$ cat config.mk
export PLATFORM = sky130hd
export DESIGN_NAME = alarm_ringer
export DESIGN_NICKNAME = d
export VERILOG_FILES = /design/src/rtl/alarm_ringer.sv
export SDC_FILE = /design/constraint.sdc
export NUM_CORES = 1
export LEC_CHECK = 0
export CORE_MARGIN = 3
export CORE_UTILIZATION = 46
export CTS_CLUSTER_DIAMETER = 200
export CTS_CLUSTER_SIZE = 30
export DETAILED_ROUTE_END_ITERATION = 7
export PLACE_DENSITY = 0.79
export SLEW_MARGIN = 20
export SYNTH_ARGS = -nofsm -noshare
export SYNTH_HDL_FRONTEND = slang
export SYNTH_SLANG_ARGS = --single-unit
$ cat constraint.sdc
create_clock -name clk -period 2.3 [get_ports clk]
set_input_delay 0.46 -clock clk [delete_from_list [all_inputs] [get_ports clk]]
set_output_delay 0.46 -clock clk [all_outputs]
set_load 0.005 [all_outputs]
$ cat src/rtl/alarm_ringer.sv
// rtl/alarm_ringer.sv - alarm trigger, buzzer gating, stop/snooze/timeout sequencing
// Fires at the alarm minute, rings until stopped, snoozes or times out into an automatic snooze.
module alarm_ringer #(
  parameter int SNOOZE_MIN     = 5,
  parameter int RING_TIMEOUT_S = 60,
  parameter int MAX_SNOOZE     = 3
) (
  input  logic       clk,
  input  logic       rst,
  input  logic       tick_1hz,
  input  logic       enb,
  input  logic [5:0] cur_hour,
  input  logic [5:0] cur_min,
  input  logic [5:0] cur_sec,
  input  logic [5:0] a_hour,
  input  logic [5:0] a_min,
  input  logic       btn_stop,
  input  logic       btn_snooze,
  output logic       ringing,
  output logic       buzzer,
  output logic       snoozing,
  output logic [2:0] snooze_cnt,
  output logic [9:0] snooze_left
);

  localparam int RCW = $clog2(RING_TIMEOUT_S + 1);
  localparam logic [9:0]     SNOOZE_LOAD = 10'(SNOOZE_MIN * 60);
  localparam logic [2:0]     MAX_CNT     = 3'(MAX_SNOOZE);
  localparam logic [RCW-1:0] RING_LAST   = RCW'(RING_TIMEOUT_S - 1);

  typedef enum logic [1:0] {
    IDLE    = 2'd0,
    RINGING = 2'd1,
    SNOOZE  = 2'd2,
    DONE    = 2'd3
  } state_t;

  state_t         state;
  logic [RCW-1:0] ring_cnt;
  logic           beep;
  logic           stop_q;
  logic           snooze_q;

  logic stop_p;
  logic snooze_p;
  logic match;
  logic can_snooze;
  logic ring_expired;

  assign stop_p       = btn_stop & ~stop_q;
  assign snooze_p     = btn_snooze & ~snooze_q;
  assign match        = (cur_hour == a_hour) && (cur_min == a_min);
  assign can_snooze   = snooze_cnt < MAX_CNT;
  assign ring_expired = ring_cnt == RING_LAST;

  assign ringing  = (state == RINGING);
  assign snoozing = (state == SNOOZE);
  assign buzzer   = ringing & beep;

  always_ff @(posedge clk or posedge rst) begin
    if (rst) begin
      state       <= IDLE;
      ring_cnt    <= '0;
      beep        <= 1'b0;
      snooze_cnt  <= 3'd0;
      snooze_left <= 10'd0;
      stop_q      <= 1'b0;
      snooze_q    <= 1'b0;
    end else begin
      stop_q   <= btn_stop;
      snooze_q <= btn_snooze;
      if (!enb) begin
        // Disarming abandons the event outright, whatever phase it is in.
        state       <= IDLE;
        ring_cnt    <= '0;
        beep        <= 1'b0;
        snooze_cnt  <= 3'd0;
        snooze_left <= 10'd0;
      end else begin
        case (state)
          IDLE: begin
            if (match && cur_sec == 6'd0) begin
              state      <= RINGING;
              ring_cnt   <= '0;
              beep       <= 1'b1;
              snooze_cnt <= 3'd0;
            end
          end
          RINGING: begin
            if (stop_p) begin
              state <= DONE;
              beep  <= 1'b0;
            end else if (snooze_p && can_snooze) begin
              state       <= SNOOZE;
              snooze_left <= SNOOZE_LOAD;
              snooze_cnt  <= snooze_cnt + 3'd1;
            end else if (tick_1hz) begin
              // The last ringing second acts as a snooze press, or ends the event once snoozes run out.
              if (ring_expired) begin
                if (can_snooze) begin
                  state       <= SNOOZE;
                  snooze_left <= SNOOZE_LOAD;
                  snooze_cnt  <= snooze_cnt + 3'd1;
                end else begin
                  state <= DONE;
                  beep  <= 1'b0;
                end
              end else begin
                beep     <= ~beep;
                ring_cnt <= ring_cnt + 1'b1;
              end
            end
          end
          SNOOZE: begin
            if (stop_p) begin
              state       <= DONE;
              snooze_left <= 10'd0;
            end else if (tick_1hz) begin
              if (snooze_left == 10'd1) begin
                state       <= RINGING;
                snooze_left <= 10'd0;
                ring_cnt    <= '0;
                beep        <= 1'b1;
              end else begin
                snooze_left <= snooze_left - 10'd1;
              end
            end
          end
          DONE: begin
            // Leaving only after the alarm minute passes keeps it from re-firing.
            if (!match) begin
              state <= IDLE;
            end
          end
          default: state <= IDLE;
        endcase
      end
    end
  end

endmodule

Yosys cells after proc, flatten, opt, wreduce, memory -nomap -nowiden. Index checks and enable logic that the tools add are counted.

Add/sub/neg operators: 3. Magnitude comparators: 1. Eq/ne operators: 29. Multiplexer cells: 51. Bitwise logic cells: 6. Reductions and logical operators: 10.

Operator list (number): 10-bit 2-to-1 mux (9); 6-bit 2-to-1 mux (9); 3-bit != test, second input constant (8); 3-bit 2-to-1 mux (7); 2-bit 2-to-1 mux (10); 10-bit one-hot mux with 2 select lines (1); 6-bit one-hot mux with 3 select lines (1); 6-bit AND reduction (3); 6-bit equality test (2); 4-bit by 2-bit != test with 1-bit output, second input constant (3); 4-bit by 3-bit != test with 1-bit output, second input constant (3); 1-bit 2-to-1 mux (11); 10-bit by 1-bit equality test with 1-bit output, second input constant (1); 10-bit by 1-bit subtractor with 10-bit output, second input constant (1); 9-bit AND reduction (1); 2-bit one-hot mux with 4 select lines (1); 8-bit AND reduction (1); 6-bit by 1-bit adder with 6-bit output, second input constant (1); 6-bit equality test, second input constant (1); 6-bit zero test (1); 3-bit by 1-bit != test with 1-bit output, second input constant (2); 3-bit one-hot mux with 2 select lines (1); 5-bit by 2-bit != test with 1-bit output, second input constant (1); 5-bit by 3-bit != test with 1-bit output, second input constant (1); 13 further kinds (20).

Register bits after elaboration: 24. Input bits: 36. Output and inout port bits: 16.

Logic depth before layout (Yosys ltp). Gate-level depths: netlist of the first run.

Depth in word-level cells: 8. Gate-level depth with buffers: 9. Mapped depth without buffers: 8.

Worst setup path before layout of the first run. Ideal clock, no wire load.

Path type: flip-flop to flip-flop. Start: reg snooze_left[1]. End: reg snooze_left[6]. Library setup time: 0.092 ns. Data arrival time: 1.842 ns. Slack: 0.366 ns. Stages on the path, launching flop included: 9. Buffers on the path: 1. Period minus slack after synthesis: 1.934 ns. Path through: dfrtp_1 -> inv_1 -> ha_1 -> nor3b_1 -> a31oi_2 -> nand2_2 -> or3_1 -> buf_2 -> o31ai_2.

Cells in the longest elaborated chain, start to end: 6. Elaborated cells between the ends (all ways): 7. Those cells by class: add/sub (1); eq/ne (1); mux (5).

RTL lines: start, declared (RTL line 23) `output logic [9:0] snooze_left`; start signal, assigned (RTL line 125) `snooze_left <= snooze_left - 10'd1;`; 10-bit by 1-bit subtractor with 10-bit output or 10-bit by 1-bit equality test with 1-bit output (tied branches) (RTL line 125, 119); 10-bit 2-to-1 mux (*) (RTL line 119) `if (snooze_left == 10'd1) begin`; 10-bit 2-to-1 mux (*) (RTL line 118) `end else if (tick_1hz) begin`; 10-bit 2-to-1 mux (*) (RTL line 115) `if (stop_p) begin`; 10-bit one-hot mux with 2 select lines (*) (RTL line 80) `case (state)`; 10-bit 2-to-1 mux (*) (RTL line 72) `if (!enb) begin`.

Every way passes the cells marked *; elsewhere a longest branch is shown, timed or not. The select of a mux whose other input is x is not followed. A chain may end at the register's enable or synchronous reset.

Final worst setup path of the first run.
Start: reg state[0]. End: out buzzer.

Cells in the longest elaborated chain, start to end: 2.

RTL lines: start, declared (RTL line 38) `state_t state;`; start signal, assigned (RTL line 62) `state <= IDLE;`; start signal, assigned (RTL line 74) `state <= IDLE;`; start signal, assigned (RTL line 83) `state <= RINGING;`; 2-bit by 1-bit equality test with 1-bit output (RTL line 56) `assign ringing = (state == RINGING);`; 1-bit AND (RTL line 58) `assign buzzer = ringing & beep;`; end, declared (RTL line 20) `output logic buzzer,`.

Every way passes these cells.

==> results, run 1 <==
- The most common flop cell mapped by yosys is sky130_fd_sc_hd__dfrtp_1.
- The post-layout net count is 305.
- In the routed design, unresolved DRC markers number 0.
- The maximum fanout along the worst path is 10.
- The number of distinct library cell variants in the gate-level netlist after synthesis is 44.
- 52 I/O pins were placed.
- Global routing consumed, on the met2 layer, 30.79% of the routing resources.
- For this configuration, the core starts out at a cell density of 48.62%.
- Yosys attributes the largest share of cell area to sky130_fd_sc_hd__dfrtp_1 36%, sky130_fd_sc_hd__xnor2_1 6.4%, sky130_fd_sc_hd__o21ai_1 5.2%, sky130_fd_sc_hd__nand2_1 4.3%, sky130_fd_sc_hd__a21oi_1 3.3%.
- The timing-limited maximum frequency is 0.4607 GHz.
- The number of nets produced by synthesis is 235.
- The synthesis-to-finish area growth is 45.48%.
- The worst setup path is launched from a flop.
- Counting flops with an async set or reset pin after synthesis yields a share of 100.0%.
- Setup violations remaining at the end of the flow were counted as 0.
- The global-route wire length before repair is 7314 um.
- The routability congestion estimate from global placement is 0.8845.
- The run finished with clean final reports.
- After Yosys synthesis, and, or, nand and nor cells account for 22.93% of the synthesized area.
- Data arrives at the worst endpoint at 1.71 ns.
- On the worst path, the slowest cell contributes a delay of 0.50 ns.
- The number of antenna violations at the first check in global routing was 0.
- Dividing total power by cell area gives a power density of 694.3 mW/mm^2.
- The number of hold-slack violations in the final timing report came to 0.
- The number of warnings printed during yosys synthesis is 0.
- The sequential-to-total area share from yosys stat is 36.45%.
- The max-cap violation count is 0.
- Summing every instance area after synthesis gives 0.001648 mm^2.
- The start-to-end type of the worst setup path is reg2out.
- The dominant delay contributor by cell family on the critical path is buffers and inverters.
- The slowest stage cell on the critical path is sky130_fd_sc_hd__clkdlybuf4s50_1.
- The max-slew violation total from the final report came to 0.
- The smallest clock period supported by the final layout is computed as 2.171 ns.
- The filler cells instantiated in the layout total 271.
- Once placement finished, the instance area stood at 0.002344 mm^2.
- After synthesis, the largest family of logic cells by area is compound AO/OA/AOI/OAI gates.
- The floorplan step defined a die boundary enclosing 0.004336 mm^2.
- The antenna diode instance count is 0.
- The leading cell type by number of instances after synthesis is sky130_fd_sc_hd__dfrtp_1.
- At the later pin of the worst-skew pair, clock insertion delay measures 0.34 ns.
- Setup repair after global routing left no endpoint under its margin.
- The synthesized netlist devotes 23.77% of its cell area to compound gates.
- The data required time of the worst path is 1.84 ns.
- The area share of the leading cell type in the synthesized netlist is 36.45%.
- After routing the design area is 0.002397 mm^2.
- The total routing resource utilization after global routing is 21.75%.
- The average instance in the mapped netlist occupies 8.450 um^2.
- The measured slew at the worst slew-check pin is 0.4304 ns.
- The most crowded layer after global routing is met1.
- The normalized max-slew margin is 71.04%.
- The number of synthesized flops with an enable pin is 0.
- Traced cell by cell, the critical path runs through nand2b_1 > inv_2 > and2_1 > clkdlybuf4s50_1.
- The number of nets with antenna violations after detailed routing is 0.
- Counting every sink on the clock net gives 24.
- The number of standard-cell rows in the floorplan is 21.
- The number of global-route vias before repair is 1,562.
- The first TritonRoute pass finished after 4 iterations.
- The count of port buffers added during placement is 51.
- The register bit total from synthesis is 24.
- After floorplanning, the core was sized to cover 0.003390 mm^2.
- In this run the vertical extent of the chip is 65.85 um.
- Sorting the synthesized cells by how often they occur yields 24 x sky130_fd_sc_hd__dfrtp_1, 19 x sky130_fd_sc_hd__nand2_1, 17 x sky130_fd_sc_hd__o21ai_1.
- The synthesized instance count is 195.
- The adder-cell share of the synthesized area is 3.037%.
- The total wire length is 4472 um.
- Of the post-synthesis cell area, the part taken by muxes is 3.113%.
- The reported leakage power is 0.0009836 uW.
- The vias per cell is 5.590.
- The largest total area in the synthesized netlist belongs to sky130_fd_sc_hd__dfrtp_1.
- STA classifies the critical path endpoint as a primary output.
- After Yosys synthesis, XOR and XNOR cells account for 6.378% of the synthesized area.
- Summing over every cut layer, the via total after detailed routing is 1,733.
- For this block, the initial DRC count from the detailed router was 133.
- The floorplan step set the die width to 65.85 um.
- The buffer levels on the longest clock path is 2.
- The total clock buffers created by CTS is 3.
- The final worst clock skew is 0.01367 ns.
- The post-route netlist has 14.77% of its cells at a drive strength greater than 1.
- The total overflow left after global routing is 0.
- The buffer and inverter count on the worst path is 2.
- The HPWL after detailed placement is 3493 um.
- The final routed wire length divided by cell count is 14.43 um.
- In the final layout, the multi-input gates occupy 975.9 um^2.
- In this run the number of H-tree levels came out at 1.
- The TritonCTS clock tree is done.
- The path class of the tightest hold or removal check is in2async.
- Global routing consumed, on the met1 layer, 34.20% of the routing resources.
- Entering global routing, the biggest net connects 25 pins.
- Global routing consumed, on the met3 layer, 3.741% of the routing resources.
- VDD sags by at most 420.8 uV.
- Summing all flip-flop and latch instances after layout gives 601.8 um^2.
- The overall power is 1664 uW.
- In the finished design, the share of the clock period the worst path needs comes to 94.37%.
- The clock root buffer is sky130_fd_sc_hd__clkbuf_4.
- The clock edge transition at the registers on the reported setup and hold paths is 0.15 ns.
==> worst paths after layout <==
path / slack [ns] / start / end / depth (start not counted)
worst min-delay path: 0.45 / rst / snooze_left[5] / 3
min in group clk: 0.54 / ring_cnt[0] / ring_cnt[0] / 1
max in group asynchronous: 1.60 / rst / state[0] / 3
worst max register to register: 0.20 / ring_cnt[0] / snooze_left[7] / 7
worst max-delay path: 0.13 / state[0] / buzzer / 4
worst min register to register: 0.54 / ring_cnt[0] / ring_cnt[0] / 1
==> flip-flops by register name, summed over array words and instances (netlist names) <==
| signal | flops |
|---|---|
| stop_q | 1 |
| beep | 1 |
| ring_cnt | 6 |
| snooze_left | 10 |
| snooze_cnt | 3 |
| snooze_q | 1 |
| state | 2 |
==> report_power, final <==
group / total [uW] / internal, uW / switching (uW)
Sequential: 579 / 491 / 87.8
Combinational: 766 / 391 / 376
Clock: 319 / 177 / 143
==> layer usage <==
layer	vias up	share of wire [%]	wire length, um
met4	0	0.58	26
met2	76	44	1953
met5	-	0	0
met1	799	48	2147
met3	2	7.7	344
li1	856	-	-
==> area by class of cell <==
cell class / count / share of cell area [%]
Clock buffer: 3 / 0.9395
Clock inverter: 1 / 1.253
Inverter: 11 / 1.722
Multi-Input combinational cell: 153 / 40.71
Sequential cell: 24 / 25.10
Tap cell: 46 / 2.401
Timing Repair Buffer: 72 / 27.87
==> per-stage QoR <==
step | hold slack [ns] | setup TNS [ns] | utilization [%] | std cells | setup slack (ns)
final | 0.4460 | 0 | 70.73 | 310 | 0.1294
after global routing | 0.4616 | 0 | 70.73 | 310 | 0.02905
after global placement | 0.5097 | -0.01615 | 69.14 | 306 | -0.006728
after floorplan | 0.4746 | 0 | - | 195 | 0.3659
after detailed placement | 0.5202 | -0.1913 | 69.14 | 306 | -0.07301
after CTS | 0.4569 | 0 | 70.73 | 310 | 0.05480
==> cells by family after synthesis <==
| group | after synthesis |
|---|---|
| muxes | 5 |
| DFF | 24 |
| xor gates and xnor gates | 12 |
| buffers and inverters | 18 |
| adders and majority gates | 4 |
| and+or+nand+nor | 74 |
| AOI/OAI and AO/OA | 58 |
==> tightest hold or removal path, delay by kind of cell <==
family / cells / cell delay (ns)
buffers and inverters: 3 / 0.74
==> cell usage in the layout, fill, tap and decap left out, types with 3 or more instances in the layout <==
cell type / count
sky130_fd_sc_hd__nand2b_1: 4
sky130_fd_sc_hd__nor3_1: 5
sky130_fd_sc_hd__nand4_1: 6
sky130_fd_sc_hd__nand3_1: 9
sky130_fd_sc_hd__o21ai_1: 17
sky130_fd_sc_hd__clkbuf_4: 3
sky130_fd_sc_hd__buf_4: 21
sky130_fd_sc_hd__xnor2_1: 12
sky130_fd_sc_hd__nand2_1: 19
sky130_fd_sc_hd__nor4_1: 3
sky130_fd_sc_hd__o21ai_0: 4
sky130_fd_sc_hd__mux2i_1: 4
sky130_fd_sc_hd__nor2_1: 13
sky130_fd_sc_hd__dfrtp_1: 23
sky130_fd_sc_hd__a31oi_1: 6
sky130_fd_sc_hd__a21oi_1: 11
sky130_fd_sc_hd__nor3b_1: 3
sky130_fd_sc_hd__clkdlybuf4s50_1: 51
sky130_fd_sc_hd__inv_1: 9
sky130_fd_sc_hd__ha_1: 4
sky130_fd_sc_hd__o31ai_2: 3
==> repair_timing <==
item,CTS,global route
cloned,0,0
hold buffers,0,0
buffers inserted,0,0
resized for setup,1,1
endpoints found under the setup margin,1,1
(Power assumes the default switching activity.)
==> run 2: changes to the inputs <==
ABC_AREA = 0   (was unset)
==> results of run 2 <==
Same layout as run 1: the final DEF is identical, and so are final timing and power.
==> run 3: changes to the inputs <==
ABC_CLOCK_PERIOD_IN_PS = 2300   (was unset)
==> results of run 3 <==
Same layout as run 1: the final DEF is identical, and so are final timing and power.
